**src/rtl/instr_fetch_if.sv**
```systemverilog
// Fetch-unit bus bundle: memory read port on one side, decoder handshake and redirect on the other.
interface instr_fetch_if;
    logic [15:0] mem_addr;
    logic        mem_rd;
    logic [7:0]  mem_rdata;
    logic        mem_ready;
    logic [7:0]  instr_byte0;
    logic [7:0]  instr_byte1;
    logic [7:0]  instr_byte2;
    logic [7:0]  instr_byte3;
    logic [2:0]  instr_len;
    logic [15:0] instr_pc;
    logic        instr_valid;
    logic        instr_ready;
    logic        redirect;
    logic [15:0] redirect_pc;

    modport master (
        output mem_addr, mem_rd,
        input  mem_rdata, mem_ready,
        output instr_byte0, instr_byte1, instr_byte2, instr_byte3,
        output instr_len, instr_pc, instr_valid,
        input  instr_ready, redirect, redirect_pc
    );

    modport slave (
        input  mem_addr, mem_rd,
        output mem_rdata, mem_ready,
        input  instr_byte0, instr_byte1, instr_byte2, instr_byte3,
        input  instr_len, instr_pc, instr_valid,
        output instr_ready, redirect, redirect_pc
    );
endinterface

```
**src/rtl/instr_fetch.sv**
```systemverilog
// Byte-serial instruction fetch: reads 1..4 bytes per instruction, decodes the length
// from the first two bytes and presents the assembled instruction to the decoder.
//
// state | meaning
// F0    | fetching byte 0 (opcode, ext flag)
// F1    | fetching byte 1 (mod / regA / regB)
// F2    | fetching byte 2
// F3    | fetching byte 3
// HOLD  | instruction presented, waiting for instr_ready
module instr_fetch #(
    parameter logic [15:0] RESET_PC = 16'h0000
) (
    input  logic          clk,
    input  logic          rst,
    instr_fetch_if.master bus
);

    typedef enum logic [2:0] {F0, F1, F2, F3, HOLD} state_t;

    state_t      state;
    state_t      state_nxt;
    logic [15:0] pc;
    logic [15:0] instr_pc_q;
    logic [7:0]  byte0_q;
    logic [7:0]  byte1_q;
    logic [7:0]  byte2_q;
    logic [7:0]  byte3_q;
    logic [2:0]  len_q;
    logic [2:0]  len_f1;
    logic        run_q;
    logic        mem_rd_int;
    logic        valid_int;
    logic        xfer;
    logic        op_short;
    logic        restart;

    // Full length is known once byte 1 arrives; byte 0 is already captured by then.
    always_comb begin
        len_f1 = 3'd2;
        unique case (bus.mem_rdata[7:6])
            2'b01:   len_f1 = byte0_q[7] ? 3'd4 : 3'd3;
            2'b11:   len_f1 = 3'd4;
            default: len_f1 = 3'd2;
        endcase
    end

    assign op_short = (bus.mem_rdata[6:0] == 7'h00);
    assign xfer     = mem_rd_int && bus.mem_ready;
    assign restart  = bus.redirect || ((state == HOLD) && bus.instr_ready);

    always_ff @(posedge clk or posedge rst) begin
        if (rst) state <= F0;
        else     state <= state_nxt;
    end

    always_comb begin
        state_nxt = state;
        unique case (state)
            F0:      if (xfer) state_nxt = op_short ? HOLD : F1;
            F1:      if (xfer) state_nxt = (len_f1 == 3'd2) ? HOLD : F2;
            F2:      if (xfer) state_nxt = (len_q == 3'd3) ? HOLD : F3;
            F3:      if (xfer) state_nxt = HOLD;
            HOLD:    if (bus.instr_ready) state_nxt = F0;
            default: state_nxt = F0;
        endcase
        if (bus.redirect) state_nxt = F0;
    end

    // run_q keeps mem_rd low while in reset and for nothing longer than that.
    always_comb begin
        mem_rd_int = run_q && (state != HOLD);
        valid_int  = (state == HOLD);
    end

    always_ff @(posedge clk or posedge rst) begin
        if (rst) begin
            run_q      <= 1'b0;
            pc         <= RESET_PC;
            instr_pc_q <= RESET_PC;
            byte0_q    <= 8'h00;
            byte1_q    <= 8'h00;
            byte2_q    <= 8'h00;
            byte3_q    <= 8'h00;
            len_q      <= 3'd1;
        end else begin
            run_q <= 1'b1;
            if (restart) begin
                byte0_q <= 8'h00;
                byte1_q <= 8'h00;
                byte2_q <= 8'h00;
                byte3_q <= 8'h00;
                len_q   <= 3'd1;
                if (bus.redirect) pc <= bus.redirect_pc;
            end else if (xfer) begin
                pc <= pc + 16'd1;
                unique case (state)
                    F0: begin
                        byte0_q    <= bus.mem_rdata;
                        instr_pc_q <= pc;
                        len_q      <= op_short ? 3'd1 : 3'd2;
                    end
                    F1: begin
                        byte1_q <= bus.mem_rdata;
                        len_q   <= len_f1;
                    end
                    F2:      byte2_q <= bus.mem_rdata;
                    F3:      byte3_q <= bus.mem_rdata;
                    default: ;
                endcase
            end
        end
    end

    assign bus.mem_addr    = pc;
    assign bus.mem_rd      = mem_rd_int;
    assign bus.instr_valid = valid_int;
    assign bus.instr_byte0 = byte0_q;
    assign bus.instr_byte1 = byte1_q;
    assign bus.instr_byte2 = byte2_q;
    assign bus.instr_byte3 = byte3_q;
    assign bus.instr_len   = len_q;
    assign bus.instr_pc    = instr_pc_q;

endmodule

```
**src/flat_wrapper.sv**
```systemverilog
// flat-port wrapper written by rule: the top's interface ports become plain ports
module instr_fetch_flat 
#(
    parameter logic [15:0] RESET_PC = 16'h0000
)
  (clk, rst, bus_mem_addr, bus_mem_rd, bus_mem_rdata, bus_mem_ready, bus_instr_byte0, bus_instr_byte1, bus_instr_byte2, bus_instr_byte3, bus_instr_len, bus_instr_pc, bus_instr_valid, bus_instr_ready, bus_redirect, bus_redirect_pc);
  instr_fetch_if bus_i ();
  input  logic clk;
  input  logic rst;
  output wire logic [$bits(bus_i.mem_addr)-1:0] bus_mem_addr;
  output wire logic [$bits(bus_i.mem_rd)-1:0] bus_mem_rd;
  input wire logic [$bits(bus_i.mem_rdata)-1:0] bus_mem_rdata;
  input wire logic [$bits(bus_i.mem_ready)-1:0] bus_mem_ready;
  output wire logic [$bits(bus_i.instr_byte0)-1:0] bus_instr_byte0;
  output wire logic [$bits(bus_i.instr_byte1)-1:0] bus_instr_byte1;
  output wire logic [$bits(bus_i.instr_byte2)-1:0] bus_instr_byte2;
  output wire logic [$bits(bus_i.instr_byte3)-1:0] bus_instr_byte3;
  output wire logic [$bits(bus_i.instr_len)-1:0] bus_instr_len;
  output wire logic [$bits(bus_i.instr_pc)-1:0] bus_instr_pc;
  output wire logic [$bits(bus_i.instr_valid)-1:0] bus_instr_valid;
  input wire logic [$bits(bus_i.instr_ready)-1:0] bus_instr_ready;
  input wire logic [$bits(bus_i.redirect)-1:0] bus_redirect;
  input wire logic [$bits(bus_i.redirect_pc)-1:0] bus_redirect_pc;
  assign bus_mem_addr = bus_i.mem_addr;
  assign bus_mem_rd = bus_i.mem_rd;
  assign bus_i.mem_rdata = bus_mem_rdata;
  assign bus_i.mem_ready = bus_mem_ready;
  assign bus_instr_byte0 = bus_i.instr_byte0;
  assign bus_instr_byte1 = bus_i.instr_byte1;
  assign bus_instr_byte2 = bus_i.instr_byte2;
  assign bus_instr_byte3 = bus_i.instr_byte3;
  assign bus_instr_len = bus_i.instr_len;
  assign bus_instr_pc = bus_i.instr_pc;
  assign bus_instr_valid = bus_i.instr_valid;
  assign bus_i.instr_ready = bus_instr_ready;
  assign bus_i.redirect = bus_redirect;
  assign bus_i.redirect_pc = bus_redirect_pc;
  instr_fetch #(.RESET_PC(RESET_PC)) u_core (.clk(clk), .rst(rst), .bus(bus_i));
endmodule
```
**config.mk**
```make
export PLATFORM = sky130hd
export DESIGN_NAME = instr_fetch_flat
export DESIGN_NICKNAME = d
export VERILOG_FILES = /design/src/rtl/instr_fetch_if.sv /design/src/rtl/instr_fetch.sv /design/src/flat_wrapper.sv
export SDC_FILE = /design/constraint.sdc
export NUM_CORES = 1
export LEC_CHECK = 0
export CORE_MARGIN = 3
export CORE_UTILIZATION = 45
export CTS_CLUSTER_SIZE = 12
export DETAILED_ROUTE_END_ITERATION = 12
export PLACE_DENSITY = 0.77
export SLEW_MARGIN = 20
export SYNTH_ARGS = -nofsm -noshare
export SYNTH_HDL_FRONTEND = slang
export SYNTH_SLANG_ARGS = --single-unit
```
**constraint.sdc**
```tcl
create_clock -name clk -period 4.8 [get_ports clk]
set_input_delay 0.48 -clock clk [delete_from_list [all_inputs] [get_ports clk]]
set_output_delay 0.48 -clock clk [all_outputs]
set_load 0.01 [all_outputs]
```
==> results of run 1 <==
[cell families (layout without fill, tap and decap cells)]
kind of cell,Yosys count,in the layout,share of synthesized area
AO/OA/AOI/OAI,48,48,0.107
XOR/XNOR,3,3,0.00754
adder cells (fa/ha/maj),1,1,0.00359
buffers and inverters,30,129,0.0452
flip-flops,71,71,0.510
multiplexers,44,44,0.132
other,1,1,0.00108
AND/OR/NAND/NOR,115,115,0.194
[power breakdown]
part / switching, µW / internal, µW
Sequential: 62.4 / 668
Combinational: 158 / 208
Clock: 192 / 191
[worst max path at each step]
stage | to | slack, ns
final | u_core.bus.instr_pc[2]$_DFFE_PP0P_ | 2.28
after global routing | u_core.bus.instr_pc[0]$_DFFE_PP0P_ | 2.19
after floorplan | u_core.bus.instr_byte0[0]$_DFFE_PP0P_ | 2.53
after detailed placement | u_core.bus.instr_pc[7]$_DFFE_PP0P_ | 1.95
after global placement | u_core.bus.instr_pc[11]$_DFFE_PP0P_ | 2.03
after CTS | u_core.bus.instr_pc[7]$_DFFE_PP0P_ | 2.29
[through the flow]
stage	worst slack, ns	util	area (µm²)
floorplan	2.53	-	3480
global placement	2.03	0.611	4500
detailed placement	1.95	0.611	4500
CTS	2.29	0.632	4650
global route	2.19	0.632	4650
finish	2.28	0.632	4650
[tightest hold or removal path: stages (launching register included)]
cell	delay, ns
dfstp_2	0.39
inv_1	0.06
a32oi_1	0.06
[cell type report]
class	instances	area (µm²)	share of cell area
timing repair buffer	99	986	0.212
multi-input combinational	212	1550	0.333
clock inverter	2	10.0	0.00215
sequential	71	1780	0.382
inverter	17	66.3	0.0142
clock buffer	11	141	0.0304
tap	99	124	0.0266
[per-layer routing]
metal	share of wire	vias to the layer above	GRT usage
met5	0	-	0
met4	0.013	0	0.0806
met3	0.057	9	0.0353
met2	0.49	113	0.324
met1	0.44	1404	0.293
li1	-	1329	-
[registers in the layout, indices dropped and copies added, names as in the netlist]
name                    flops
u_core.run_q                1
u_core.bus.instr_byte3      8
u_core.bus.instr_byte0      8
u_core.bus.mem_addr        16
u_core.bus.instr_byte1      8
u_core.bus.instr_pc        16
u_core.state                3
u_core.bus.instr_len        3
u_core.bus.instr_byte2      8
[Yosys cell counts (all sizes together) (3+ instances only)]
cell | number | share of area
o22ai | 3 | 0.0054
o21ai | 13 | 0.022
nand4 | 9 | 0.016
buf | 10 | 0.023
mux2 | 16 | 0.052
a21oi | 5 | 0.010
mux2i | 28 | 0.080
nor2 | 39 | 0.048
inv | 16 | 0.018
clkbuf | 3 | 0.0032
nand3 | 15 | 0.022
a311oi | 6 | 0.015
nand2 | 15 | 0.020
xnor2 | 3 | 0.0075
nand2b | 3 | 0.0075
nor3 | 12 | 0.027
nor4 | 7 | 0.020
and2 | 3 | 0.0061
dfrtp | 70 | 0.50
==> metrics.txt, run 1 <==
Final ANT Viol Nets 0; largest net degree at the start of global routing 44; Post-Syn Nets about 340; Post-CTS Resized 0; FILL cells approximately 590; PortBufs 97; PD cells 318 mW/mm²; syn avg cell area around 11 µm²; Final GP Congestion around 0.86; Worst-Skew Late Latency ~0.33 ns; Slew @ Worst Pin between 0.9 and 1 ns; Arrival @ worst endpoint around 2.7 ns; capturing point of the worst reg2reg path u_core.bus.mem_addr[14]$_DFFE_PP0P_; Setup crit start bus_mem_ready; worst min-delay path class flop to flop; Hold Path Stages 2; Final HPWL DP 6320 µm; Via density around 5.6; # hold bufs at CTS 0; diode count 0; number of global-route vias before repair ~2800; Synth warnings 0; Max clock buf depth 2; ys flop type dfrtp_1; fin crit share 0.526; first-pass GRT wire length 14300 µm; clk_skew roughly 0.0076 ns; Final setup viols 0; Worst setup SP type input port; worst setup path class input port to flop; setup TNS 0 ns; core area 0.00737 mm²; WP data required about 5 ns; register-to-register setup slack around 2.5 ns; FMAX ~400 MHz; clk slew on worst S/H paths ~0.070 ns; most common cell after layout, fill and taps aside clkdlybuf4s50_1; layout net count 440; WHS 0.504 ns; Post-synth EDFFs 0; top cell family by delay on the critical path simple AND/OR/NAND/NOR gates; Pre-antenna DRT Iters 5; Final Power 1480 µW; GRT Residual Overflow 0; Die Y 94.0 µm; status finished, final reports clean; most frequent cells in the layout clkdlybuf4s50_1, dfrtp_1, nor2_1, mux2i_1, mux2_2; WL/cell 17.2 µm; Critical Path Max Stage Delay about 0.65 ns; H-Tree Depth 3; Site Rows 31; Min-Delay Endpoint u_core.bus.instr_len[0]$_DFFE_PP1P_; Max FO, Critical Path 16; min Tclk post-route 2.52 ns; I/O Pins 98; r2r startpoint u_core.state[1]$_DFFE_PP0P_; CTS root buffer clkbuf_8; Leak Pwr 0.00189 µW; relative slew slack 0.397; global-route usage over all layers 0.209; Post-Synthesis Cell Area 0.00348 mm²; routed vias about 2900; CTS sink cnt slightly above 70; synth unique cells between 60 and 70; Die W 94.0 µm; VDD IR max ~170 µV; initial antenna violation count 0; RSZ-0062 raised after global routing false; WL final between 8000 and 9000 µm; Die Area slightly below 0.009 mm²; Initial Util 0.473; proportion of layout cells with a drive suffix above 1 0.131; Syn Inst Count approximately 310; max-cap viol count 0; Worst Reg2Reg Path Length in Cells 6; Setup Fix Bufs, Post-CTS 0; final hold violation count 0; synth-to-layout area growth 33.6%; Hold Startpoint u_core.bus.instr_len[0]$_DFFE_PP1P_; Slowest-stage cell, CP clkdlybuf4s50_1; Seq/Total Area, Yosys 0.510; Worst path depth 5; Synth Register Bits around 70; Final Non-Filler Cells ~500; Remaining DRCs 0; crit-path cells clkdlybuf4s50_1 -> and2_4 -> nand3b_1 -> nor2_8 -> mux2_2; Async SR Flop Fraction 1.00; placed insts between 400 and 500; WP buf/inv 1; detailed router's first-iteration violation count between 200 and 250; max-slew violations 0; cts bufs inserted 9; CTS tree built; Worst setup EP type flop
(Power assumes the default switching activity.)
==> run 2: changes to the inputs <==
==> constraint.sdc (replaced) <==
create_clock -name clk -period 2.4 [get_ports clk]
set_input_delay 0.24 -clock clk [delete_from_list [all_inputs] [get_ports clk]]
set_output_delay 0.24 -clock clk [all_outputs]
set_load 0.01 [all_outputs]
==> run 2 against run 1 <==
Sequential power rose by 100%. Combinational power rose by 100%. Count of clock-buffer cells in the layout did not move. Cell count rose by 1.6%. Clock skew rose by 0.0046 ns. Via count rose by 0.18%. Critical path depth fell by 1. First-iteration DRC count fell by 18%. Largest power group unchanged.
==> metrics.txt, run 2 (synthesis gave the netlist of run 1 again) <==
status finished, final reports clean; Final HPWL DP 6570 µm (+4.0%); routed vias 2860 (+0.18%); largest net degree at the start of global routing 38 (-14%); setup TNS 0 ns (unchanged); Worst setup SP type flop; worst setup path class flop to output port; most frequent cells in the layout clkdlybuf4s50_1, dfrtp_1, nor2_1, mux2i_1, mux2_2; clk slew on worst S/H paths 0.08 ns (about the same); Max clock buf depth 2 (unchanged); WL final 8970 µm (+1.8%); GRT Residual Overflow 0 (unchanged); Worst setup EP type output port; WL/cell 17.3 µm (+0.21%); Worst Reg2Reg Path Length in Cells 6 (unchanged); CTS sink cnt 71 (unchanged); clk_skew 0.0122 ns (+0.00457 ns); Arrival @ worst endpoint 2.00 ns (-0.73 ns); worst min-delay path class input port to async pin; I/O Pins 98 (unchanged); H-Tree Depth 3 (unchanged); global-route usage over all layers 0.214 (+0.00555); Setup Fix Bufs, Post-CTS 0 (unchanged); proportion of layout cells with a drive suffix above 1 0.145 (+0.0142); Pre-antenna DRT Iters 4 (-1); detailed router's first-iteration violation count 166 (-18%); FMAX between 400 and 500 MHz; relative slew slack 0.600 (+0.202); WP data required 2.16 ns (-2.85 ns); Final setup viols 0 (unchanged); Leak Pwr 0.00195 µW (+3.3%); fin crit share 0.933; max-cap viol count 0 (unchanged); Initial Util 0.473 (unchanged); Post-CTS Resized 0 (unchanged); cts bufs inserted 9 (unchanged); Remaining DRCs 0 (unchanged); Max FO, Critical Path 15 (-1); crit-path cells nor2_2 -> nand2_4 -> inv_4 -> clkdlybuf4s50_1; most common cell after layout, fill and taps aside clkdlybuf4s50_1; RSZ-0062 raised after global routing false; # hold bufs at CTS 0 (unchanged); FILL cells 595 (+1.2%); Final ANT Viol Nets 0 (unchanged); max-slew violations 0 (unchanged); min Tclk post-route ~2.2 ns; Die Area 0.00884 mm² (unchanged); Worst-Skew Late Latency 0.34 ns (about the same); Critical Path Max Stage Delay 0.60 ns (-0.05 ns); number of global-route vias before repair 2909 (+3.9%); CTS root buffer clkbuf_8; VDD IR max 391 µV (+130%); placed cell areas 0.00455 mm² (+1.1%); Via density 5.51 (-1.4%); Slowest-stage cell, CP clkdlybuf4s50_1; Die Y 94.0 µm (unchanged); final hold violation count 0 (unchanged); placed insts 503 (+1.0%); register-to-register setup slack 0.47 ns (-2.02 ns); diode count 0 (unchanged); PortBufs 97 (unchanged); CTS tree built; Slew @ Worst Pin 0.599 ns (-0.305 ns); first-pass GRT wire length 14800 µm (+3.7%); design area 0.00479 mm² (+2.9%); capturing point of the worst reg2reg path u_core.bus.instr_len[2]$_DFFE_PP0P_; initial antenna violation count 0 (unchanged); PD cells 697 mW/mm² (+120%); Site Rows 31 (unchanged); Final GP Congestion 0.858 (about the same); core area 0.00737 mm² (unchanged); Setup crit start u_core.state[1]$_DFFE_PP0P_; layout net count 445 (+1.1%); r2r startpoint u_core.state[1]$_DFFE_PP0P_; Final Non-Filler Cells 519 (+1.6%); synth-to-layout area growth 37.5%; Die W 94.0 µm (unchanged)
[run 2: cell count changes in the layout (fill, tap and decap cells not counted), sizes merged]
cell      previous run  this run
bufinv               0         3
clkinvlp             0         1
clkinv               3         2
buf                  2         7
[run 2: cell type report]
class | instances | area [µm²] | area share
Inverter | 17 | 66.3 | 0.0138
Multi-Input combinational cell | 212 | 1550 | 0.323
Sequential cell | 71 | 1780 | 0.371
Tap cell | 99 | 124 | 0.0259
Clock buffer | 11 | 131 | 0.0274
Timing Repair Buffer | 104 | 1040 | 0.216
Clock inverter | 5 | 106 | 0.0222
[run 2: per-layer routing]
layer | wire [µm] | vias up | part of all wire | track usage
li1 | - | 1340 | - | -
met2 | 4310 | 92 | 0.48 | 0.330
met4 | 165 | 0 | 0.018 | 0.0794
met1 | 4030 | 1415 | 0.45 | 0.302
met3 | 455 | 13 | 0.051 | 0.0409
met5 | 0 | - | 0 | 0
[run 2: worst max-delay path by stage]
stage	endpoint	slack [ns]	depth (start not counted)
finish	bus_instr_valid	0.16	4
global route	bus_instr_valid	0.1	4
CTS	bus_instr_valid	0.16	4
detailed placement	u_core.bus.mem_addr[14]$_DFFE_PP0P_	0.27	5
global placement	u_core.bus.instr_pc[0]$_DFFE_PP0P_	0.32	5
floorplan	u_core.bus.instr_byte0[0]$_DFFE_PP0P_	0.37	1
[run 2: critical path, delay by kind of cell (launching register included)]
| family | cells | cell delay, ns |
|---|---|---|
| buffers and inverters | 2 | 0.84 |
| flip-flops | 1 | 0.49 |
| AND/OR/NAND/NOR | 2 | 0.33 |
[run 2: stage by stage]
stage	hold WS, ns	worst slack (ns)	power [µW]	util
4_1_cts	0.214	0.158	3370	0.650
3_3_place_gp	0.479	0.316	2210	0.618
5_1_grt	0.244	0.0998	3490	0.650
3_5_place_dp	0.491	0.272	2230	0.618
6_report	0.207	0.161	3340	0.650
2_1_floorplan	0.337	0.365	1810	-
[run 2: where the power goes]
| part | internal, µW | switching [µW] | total (µW) |
|---|---|---|---|
| Clock | 693 | 447 | 1140 |
| Sequential | 1330 | 124 | 1460 |
| Combinational | 424 | 319 | 743 |
==> run 3: changes to the inputs <==
--- a/config.mk
+++ b/config.mk
@@ -10,6 +10,7 @@
 export CTS_CLUSTER_SIZE = 12
 export DETAILED_ROUTE_END_ITERATION = 12
 export PLACE_DENSITY = 0.77
+export SKIP_CTS_REPAIR_TIMING = 1
 export SLEW_MARGIN = 20
 export SYNTH_ARGS = -nofsm -noshare
 export SYNTH_HDL_FRONTEND = slang
==> results of run 3 <==
No change in the layout: final DEF, timing and power equal those of run 2.
